$ cat src/rtl/spi_pkg.sv
// spi_pkg: shared SPI definitions for the master and the receiver.
// Contains the default word width, the FSM state encoding and the SCK mode decode.
package spi_pkg;
    localparam int SPI_WIDTH = 16;
    localparam logic [1:0] IDLE  = 2'd0;
    localparam logic [1:0] LOAD  = 2'd1;
    localparam logic [1:0] SHIFT = 2'd2;
    function automatic logic sample_on_rise(input logic ckp, input logic cph);
        return ckp == cph;
    endfunction
endpackage

$ cat src/rtl/spi_sync_edge.sv
// spi_sync_edge: 2-flop synchroniser with an extra flop for rise/fall detection.
// Flops clear to 0 so that a line already low at reset never looks like a falling edge.
module spi_sync_edge (
    input  logic clk,
    input  logic rst,
    input  logic d,
    output logic level,
    output logic rise,
    output logic fall
);
    logic [2:0] q;
    always_ff @(posedge clk)
        q <= !rst ? 3'b000 : {q[1:0], d};
    assign level = q[1];
    assign rise  = q[1] & ~q[2];
    assign fall  = ~q[1] & q[2];
endmodule

$ cat src/rtl/receiver_spi.sv
// receiver_spi: oversampled SPI slave receiver with daisy-chain pass-through.
// Define SPI_RX_MSB_FIRST_EN for MSB-first bit order; LSB first otherwise.
module receiver_spi
    import spi_pkg::*;
#(
    parameter int WIDTH = SPI_WIDTH
) (
    input  logic             clk,
    input  logic             rst,
    input  logic             CKP,
    input  logic             CPH,
    input  logic             CS,
    input  logic             SCK,
    input  logic             MOSI,
    input  logic [WIDTH-1:0] tx_data,
    output logic             MISO,
    output logic [WIDTH-1:0] rx_data,
    output logic             rx_valid,
    output logic             busy,
    output logic             abort
);
    localparam int CW = $clog2(WIDTH);
    logic [1:0] state;
    logic [CW-1:0] cnt;
    logic [WIDTH-1:0] sh, sh_next;
    logic [1:0] mosi_q;
    logic mosi_s, sh_out, tx_out, last;
    logic sck_lvl, sck_rise, sck_fall, sck_edge, sample, shift;
    logic cs_lvl, cs_rise, cs_fall;

    spi_sync_edge u_sck (.clk(clk), .rst(rst), .d(SCK), .level(sck_lvl), .rise(sck_rise), .fall(sck_fall));
    spi_sync_edge u_cs (.clk(clk), .rst(rst), .d(CS), .level(cs_lvl), .rise(cs_rise), .fall(cs_fall));

    assign mosi_s   = mosi_q[1];
    assign sck_edge = sck_rise | sck_fall;
    assign sample   = sck_edge & (sck_lvl == sample_on_rise(CKP, CPH));
    assign shift    = sck_edge & (sck_lvl != sample_on_rise(CKP, CPH));
    assign last     = cnt == CW'(WIDTH - 1);
    assign busy     = state != IDLE;

`ifdef SPI_RX_MSB_FIRST_EN
    assign sh_next = {sh[WIDTH-2:0], mosi_s};
    assign sh_out  = sh[WIDTH-1];
    assign tx_out  = tx_data[WIDTH-1];
`else
    assign sh_next = {mosi_s, sh[WIDTH-1:1]};
    assign sh_out  = sh[0];
    assign tx_out  = tx_data[0];
`endif

    always_ff @(posedge clk) begin
        if (!rst) begin
            state    <= IDLE;
            cnt      <= '0;
            sh       <= '0;
            mosi_q   <= '0;
            MISO     <= 1'b0;
            rx_data  <= '0;
            rx_valid <= 1'b0;
            abort    <= 1'b0;
        end else begin
            mosi_q   <= {mosi_q[0], MOSI};
            rx_valid <= 1'b0;
            abort    <= 1'b0;
            case (state)
                IDLE: if (cs_fall) state <= LOAD;
                LOAD: begin
                    sh    <= tx_data;
                    cnt   <= '0;
                    MISO  <= cs_lvl ? 1'b0 : tx_out;
                    state <= cs_lvl ? IDLE : SHIFT;
                end
                SHIFT:
                    // a CS rise masks any sample edge detected in the same cycle
                    if (cs_rise) begin
                        state <= IDLE;
                        abort <= cnt != '0;
                        cnt   <= '0;
                        MISO  <= 1'b0;
                    end else if (sample) begin
                        sh  <= sh_next;
                        cnt <= last ? '0 : cnt + 1'b1;
                        if (last) begin
                            rx_data  <= sh_next;
                            rx_valid <= 1'b1;
                        end
                    end else if (shift) begin
                        MISO <= sh_out;
                    end
                default: state <= IDLE;
            endcase
        end
    end
endmodule

$ cat config.mk
export PLATFORM = sky130hd
export DESIGN_NAME = receiver_spi
export DESIGN_NICKNAME = d
export VERILOG_FILES = /design/src/rtl/spi_pkg.sv /design/src/rtl/spi_sync_edge.sv /design/src/rtl/receiver_spi.sv
export SDC_FILE = /design/constraint.sdc
export NUM_CORES = 1
export LEC_CHECK = 0
export CAP_MARGIN = 25
export CELL_PAD_IN_SITES_DETAIL_PLACEMENT = 0
export CELL_PAD_IN_SITES_GLOBAL_PLACEMENT = 2
export CORE_MARGIN = 1
export CORE_UTILIZATION = 27
export CTS_CLUSTER_SIZE = 8
export DETAILED_ROUTE_END_ITERATION = 10
export PLACE_DENSITY_LB_ADDON = 0.1
export SLEW_MARGIN = 20
export SYNTH_ARGS = -nofsm -noshare
export SYNTH_HDL_FRONTEND = slang
export SYNTH_SLANG_ARGS = --single-unit
$ cat constraint.sdc
create_clock -name clk -period 2.05 [get_ports clk]
set_clock_uncertainty 0.1 [all_clocks]
set_input_delay 0.615 -clock clk [delete_from_list [all_inputs] [get_ports clk]]
set_output_delay 0.615 -clock clk [all_outputs]
set_load 0.005 [all_outputs]
==> impl_metrics.yaml, run 1 <==
synth:
  synth_area_per_cell_um2: 9.13
  synth_edf_count: 0
  synth_area_um2: 2120
  synth_nets: 261
  postSynthCellCount: 232
  async_flop_share: 0
  yosysUniqueCellTypes: 35
  synth_top_area_frac: 0.463
  synth.most_common_cell: "dfxtp_1"
  ys.flop_type: "dfxtp_1"
  yosys-top-cells-area: "dfxtp_1 46%, o221a_2 8.5%, mux2i_1 8.0%"
  synth-seq-area-share: 0.463
  yosys-top-cells-count: "49 x dfxtp_1, 41 x nand2_1, 36 x nor2_1, 17 x mux2i_1, 16 x o221a_2"
  synth_warnings: 0
  ys_ff_latch: 49
  synth_area_leader_cell: "dfxtp_1"
min_path:
  worstHoldPathType: "register to register"
  worstHoldStart: "u_cs.q[0]"
cells_and_area:
  seqCellArea_um2: 983
  multi_input_area_um2: 1080
  diodes: 0
  syn_to_final_growth_pct: 40.1
  drive_above_1_share: 0.200
  fillers: 780
  finalNetCount: 318
  finalInstanceArea_um2: 2970
setup_path:
  path_cells: "dlygate4sd2_1 > xor2_2 > mux2i_4 > buf_6 > buf_4 > or4_1 > a31oi_1"
  endpoint_kind: "register"
  worst_setup_path_start_kind: "input pin"
  required_ps: 2190
  cp_max_fo: 6
  cp_slowest_cell: "or4_1"
  crit-reg2reg-launch: "state[0]"
  slowest_delay_ps: 390
  critPathKind: "input pin to register"
  worstSetupStartpoint: "CKP"
  crit_arrival_ps: 2090
clock_network:
  cts_tree: "done"
  cts_buffers: 5
  path_clk_slew_ps: 100
  holdBufCountCts: 0
  clock_latency_ps: 300
  root_buffer: "clkbuf_8"
  clockBufferDepth: 2
  htree_levels: 2
  clkSinkCount: 49
route:
  ant_nets: 0
  drt_wl_total_mm: 5.16
  drc: 0
  route.vias.total: 1766
  dr.pass1.iters: 4
  vias_per_cell: 4.54
  drtIter0Drc: 100
  wl_per_cell_um: 13.3
floorplan:
  rows: 31
  coreArea_um2: 7410
  initial_utilization: 0.286
  dieHeight_um: 90.6
  die_area_um2: 8200
  num_io_pins: 43
  die_width_um: 90.6
timing:
  maxSlewViolCount: 0
  setup_viol: 0
  hold_viol: 0
  grt_setup_unrepaired: "no"
  fin_crit_ps: 1950
  finalCritPeriodShare: 0.953
  worst_slack_ps: 96.2
  tns_ps: 0
  slew_headroom: 0.692
  max_freq_mhz: 512
  worst_pin_slew_ps: 460
placement:
  io_buffers: 42
  hpwlAfterDp_mm: 3.52
  pre_cts_ws_ps: -413
  gp_congestion: 0.754
  placed_area_um2: 2760
grt:
  globalRouteOverflowTotal: 0
  grt_use_total: 0.129
  grt_max_degree: 22
  antenna_found_initial: 0
  grt_pass1_wl_mm: 8.36
  grt_pass1_vias: 1666
power:
  p_leak_nw: 1.12
  peakVddDrop_mv: 0.317
  power_density_nw_per_um2: 876
flow_run:
  maxCapViolCount: 0
outcome:
  outcome: "complete, no violations"
## final cells by class
cell class | instances | share of cell area
multi-input cells | 163 | 0.363
flip-flops and latches | 49 | 0.331
repair buffers | 63 | 0.217
well taps | 99 | 0.0417
clock buffers | 5 | 0.0232
clock inverters | 3 | 0.0156
inverters | 7 | 0.00885
## routing by layer
| layer | share of wire | vias up | global-route usage | wire [um] |
|---|---|---|---|---|
| met1 | 0.53 | 811 | 0.193 | 2760 |
| met5 | 0 | - | 0 | 0 |
| met2 | 0.41 | 42 | 0.179 | 2100 |
| li1 | - | 905 | - | - |
| met4 | 0.012 | 0 | 0.0417 | 62 |
| met3 | 0.046 | 8 | 0.0286 | 239 |
## flip-flops by register name, summed over array words and instances, names as in the netlist
signal and cells:
u_cs.q 3, mosi_q 2, rx_valid 1, MISO 1
state 2, sh 16, rx_data 16, u_sck.q 3
abort 1, cnt 4
## worst max-delay path, delay by kind of cell
kind | cells | cell delay (ps)
xor+xnor | 1 | 200
mux | 1 | 210
buf+inv | 3 | 540
compound gates | 1 | 140
simple gates | 1 | 390
## where the power goes
group          total, W  internal, W  switching (W)
Combinational  0.000680     0.000362       0.000318
Sequential      0.00121      0.00110       0.000116
Clock          0.000707     0.000366       0.000342
## kinds of logic after synthesis
| family | Yosys count | share of synthesized area |
|---|---|---|
| xor gates and xnor gates | 1 | 0.00768 |
| AOI/OAI and AO/OA | 32 | 0.136 |
| DFF | 49 | 0.463 |
| buffers and inverters | 20 | 0.0396 |
| muxes | 20 | 0.0975 |
| and+or+nand+nor | 104 | 0.221 |
| adders and majority gates | 6 | 0.0354 |
## stage by stage
stage	std cells	util	hold slack [ps]	power, W
final	389	0.401	338	0.00260
after global routing	389	0.401	367	0.00277
after CTS	389	0.401	341	0.00265
after detailed placement	374	0.372	318	0.00189
after global placement	374	0.372	316	0.00190
after floorplan	232	-	312	0.00163
## path summary, 6_finish.rpt
| check | slack, ps | to | depth (start not counted) |
|---|---|---|---|
| worst min-delay path | 340 | u_cs.q[1] | 1 |
| worst max register to register | 290 | rx_data[11] | 7 |
| worst min register to register | 340 | u_cs.q[1] | 1 |
| worst max-delay path | 100 | cnt[2] | 7 |
## cell usage in the layout (no fill, tap or decap), types with 3 or more instances in the layout
cell / count
clkdlybuf4s50_1: 39
buf_6: 3
and2_1: 9
buf_12: 3
inv_1: 5
nor2_1: 36
a21oi_1: 6
dlygate4sd2_1: 3
dfxtp_1: 47
nand2_1: 41
nand2b_1: 3
ha_1: 5
clkbuf_8: 5
buf_4: 14
o221a_2: 16
mux2i_1: 17
## repair_timing
item | CTS | global route
resized for setup | 15 | 0
setup buffers | 6 | 0
setup endpoints to repair | 37 | 0
(Power assumes the default switching activity.)
==> run 2, diff against run 1 <==
--- a/config.mk
+++ b/config.mk
@@ -8,6 +8,7 @@
 export CAP_MARGIN = 25
 export CELL_PAD_IN_SITES_DETAIL_PLACEMENT = 0
 export CELL_PAD_IN_SITES_GLOBAL_PLACEMENT = 2
+export CORE_ASPECT_RATIO = 1.5
 export CORE_MARGIN = 1
 export CORE_UTILIZATION = 27
 export CTS_CLUSTER_SIZE = 8
==> run 2 against run 1 <==
Effect of this change: core utilization decreased by 0.96 points; critical path depth increased by 1; final cell count decreased by 0.77%; combinational power decreased by 3.4%; largest cell class unchanged; maximum frequency decreased by 0.71%; clock power increased by 37%; critical endpoint is now rx_data[1]; sequential share of layout area decreased by 0.097 points; clock-buffer cell count increased by 1; via count decreased by 0.85%; sequential cell count unchanged.
==> impl_metrics.yaml, run 2 (synthesis results as in run 1) <==
power:
  intPower_w: 0.00205
  seqPwrFrac: 0.427
  power.switching_w: 0.000794
  p_leak_nw: 1.12
  switching_share: 0.279
  power_w: 0.00284
  p_clk_frac: 0.341
  peakVddDrop_mv: 0.335
  comb_power_share: 0.231
  power_density_nw_per_um2: 955
route:
  route.vias.total: 1751
  dr.pass1.iters: 5
  wl_per_cell_um: 13.3
  drt_wl_total_mm: 5.15
  drc: 0
  drtIter0Drc: 78
  ant_nets: 0
  vias_per_cell: 4.54
floorplan:
  die_area_um2: 8210
  rows: 39
  initial_utilization: 0.278
  coreArea_um2: 7610
  dieHeight_um: 110
  num_io_pins: 43
  die_width_um: 74.3
timing:
  whs_ps: 333
  worst_pin_slew_ps: 419
  hold_viol: 0
  slew_headroom: 0.719
  setup_viol: 0
  fin_crit_ps: 1970
  maxSlewViolCount: 0
  max_freq_mhz: 508
  finalCritPeriodShare: 0.960
  grt_setup_unrepaired: "no"
grt:
  grt_use_total: 0.139
  grt_pass1_vias: 1790
  grt_pass1_wl_mm: 8.67
  grt_max_degree: 25
  antenna_found_initial: 0
  globalRouteOverflowTotal: 0
setup_path:
  required_ps: 2130
  r2r_setup_slack_ps: 280
  cp_slowest_cell: "mux2i_4"
  cp_max_fo: 8
  crit_arrival_ps: 2050
  worst_setup_path_start_kind: "input pin"
  slowest_delay_ps: 310
  path_buf_inv: 4
  endpoint_kind: "register"
  path_delay_family: "buffers and inverters"
  path_cells: "dlygate4sd2_1 > xor2_2 > mux2i_4 > buf_6 > nor3_4 > buf_4 > buf_12 > mux2i_1"
  critPathKind: "input pin to register"
clock_network:
  root_buffer: "clkbuf_16"
  cts_tree: "done"
  clockBufferDepth: 2
  cts_buffers: 5
  htree_levels: 2
  holdBufCountCts: 0
  path_clk_slew_ps: 70
  clock_latency_ps: 290
  clkSinkCount: 49
min_path:
  worstHoldPathType: "register to register"
cells_and_area:
  layout_commonest_cell: "dfxtp_1"
  top_regs: "rx_data x16, sh x16, cnt x4"
  syn_to_final_growth_pct: 40.5
  mostFrequentLayoutCells: "47 x dfxtp_1, 41 x nand2_1, 39 x clkdlybuf4s50_1"
  finalNetCount: 312
  final_util: 0.391
  drive_above_1_share: 0.180
  diodes: 0
outcome:
  outcome: "complete, no violations"
placement:
  hpwlAfterDp_mm: 3.71
  io_buffers: 42
  gp_congestion: 0.782
flow_run:
  maxCapViolCount: 0
[run 2: repair_timing]
| item | 4_1_cts | 5_1_grt |
|---|---|---|
| setup endpoints to repair | 37 | 16 |
| buffers inserted | 1 | 0 |
| cloned | 1 | 0 |
| endpoints found under the hold margin | 0 | 0 |
| resized for setup | 9 | 1 |
| pin swaps | 2 | 0 |
[run 2: area by class of cell]
type                       count  area, um^2
clock buffer                   6         139
clock inverter                 2        37.5
fill                         824        4640
inverter                       7        26.3
multi-input combinational    163        1070
sequential                    49         983
tap                          102         128
timing repair buffer          57         596
[run 2: power by group through the flow]
| stage | sequential, W | clock [W] | combinational (W) |
|---|---|---|---|
| 6_report | 0.00121 | 0.000971 | 0.000657 |
| 3_3_place_gp | 0.00123 | 0 | 0.000666 |
| 3_5_place_dp | 0.00123 | 0 | 0.000668 |
| 2_1_floorplan | 0.00119 | 0 | 0.000438 |
| 5_1_grt | 0.00123 | 0.00104 | 0.000737 |
| 4_1_cts | 0.00122 | 0.00101 | 0.000667 |
[run 2: per-layer routing]
| metal | global-route usage | part of all wire |
|---|---|---|
| met5 | 0 | 0 |
| met4 | 0.0654 | 0.035 |
| met3 | 0.0292 | 0.030 |
| met2 | 0.231 | 0.49 |
| met1 | 0.167 | 0.44 |
[run 2: worst paths after layout]
path         startpoint     endpoint  cells past startpoint
max                 CKP   rx_data[1]                      8
min           mosi_q[0]    mosi_q[1]                      1
min reg2reg   mosi_q[0]    mosi_q[1]                      1
max reg2reg    state[0]  rx_data[15]                      6
[run 2: metrics by stage]
stage / TNS (ps) / worst slack (ps) / instance area (um^2) / instances
final: 0 / 82.2 / 2980 / 386
after global routing: 0 / 2.71 / 2980 / 386
after CTS: 0 / 72.4 / 2970 / 386
after detailed placement: -14700 / -409 / 2750 / 376
after global placement: -13650 / -386 / 2750 / 376
after floorplan: 0 / 1.13 / 2130 / 232
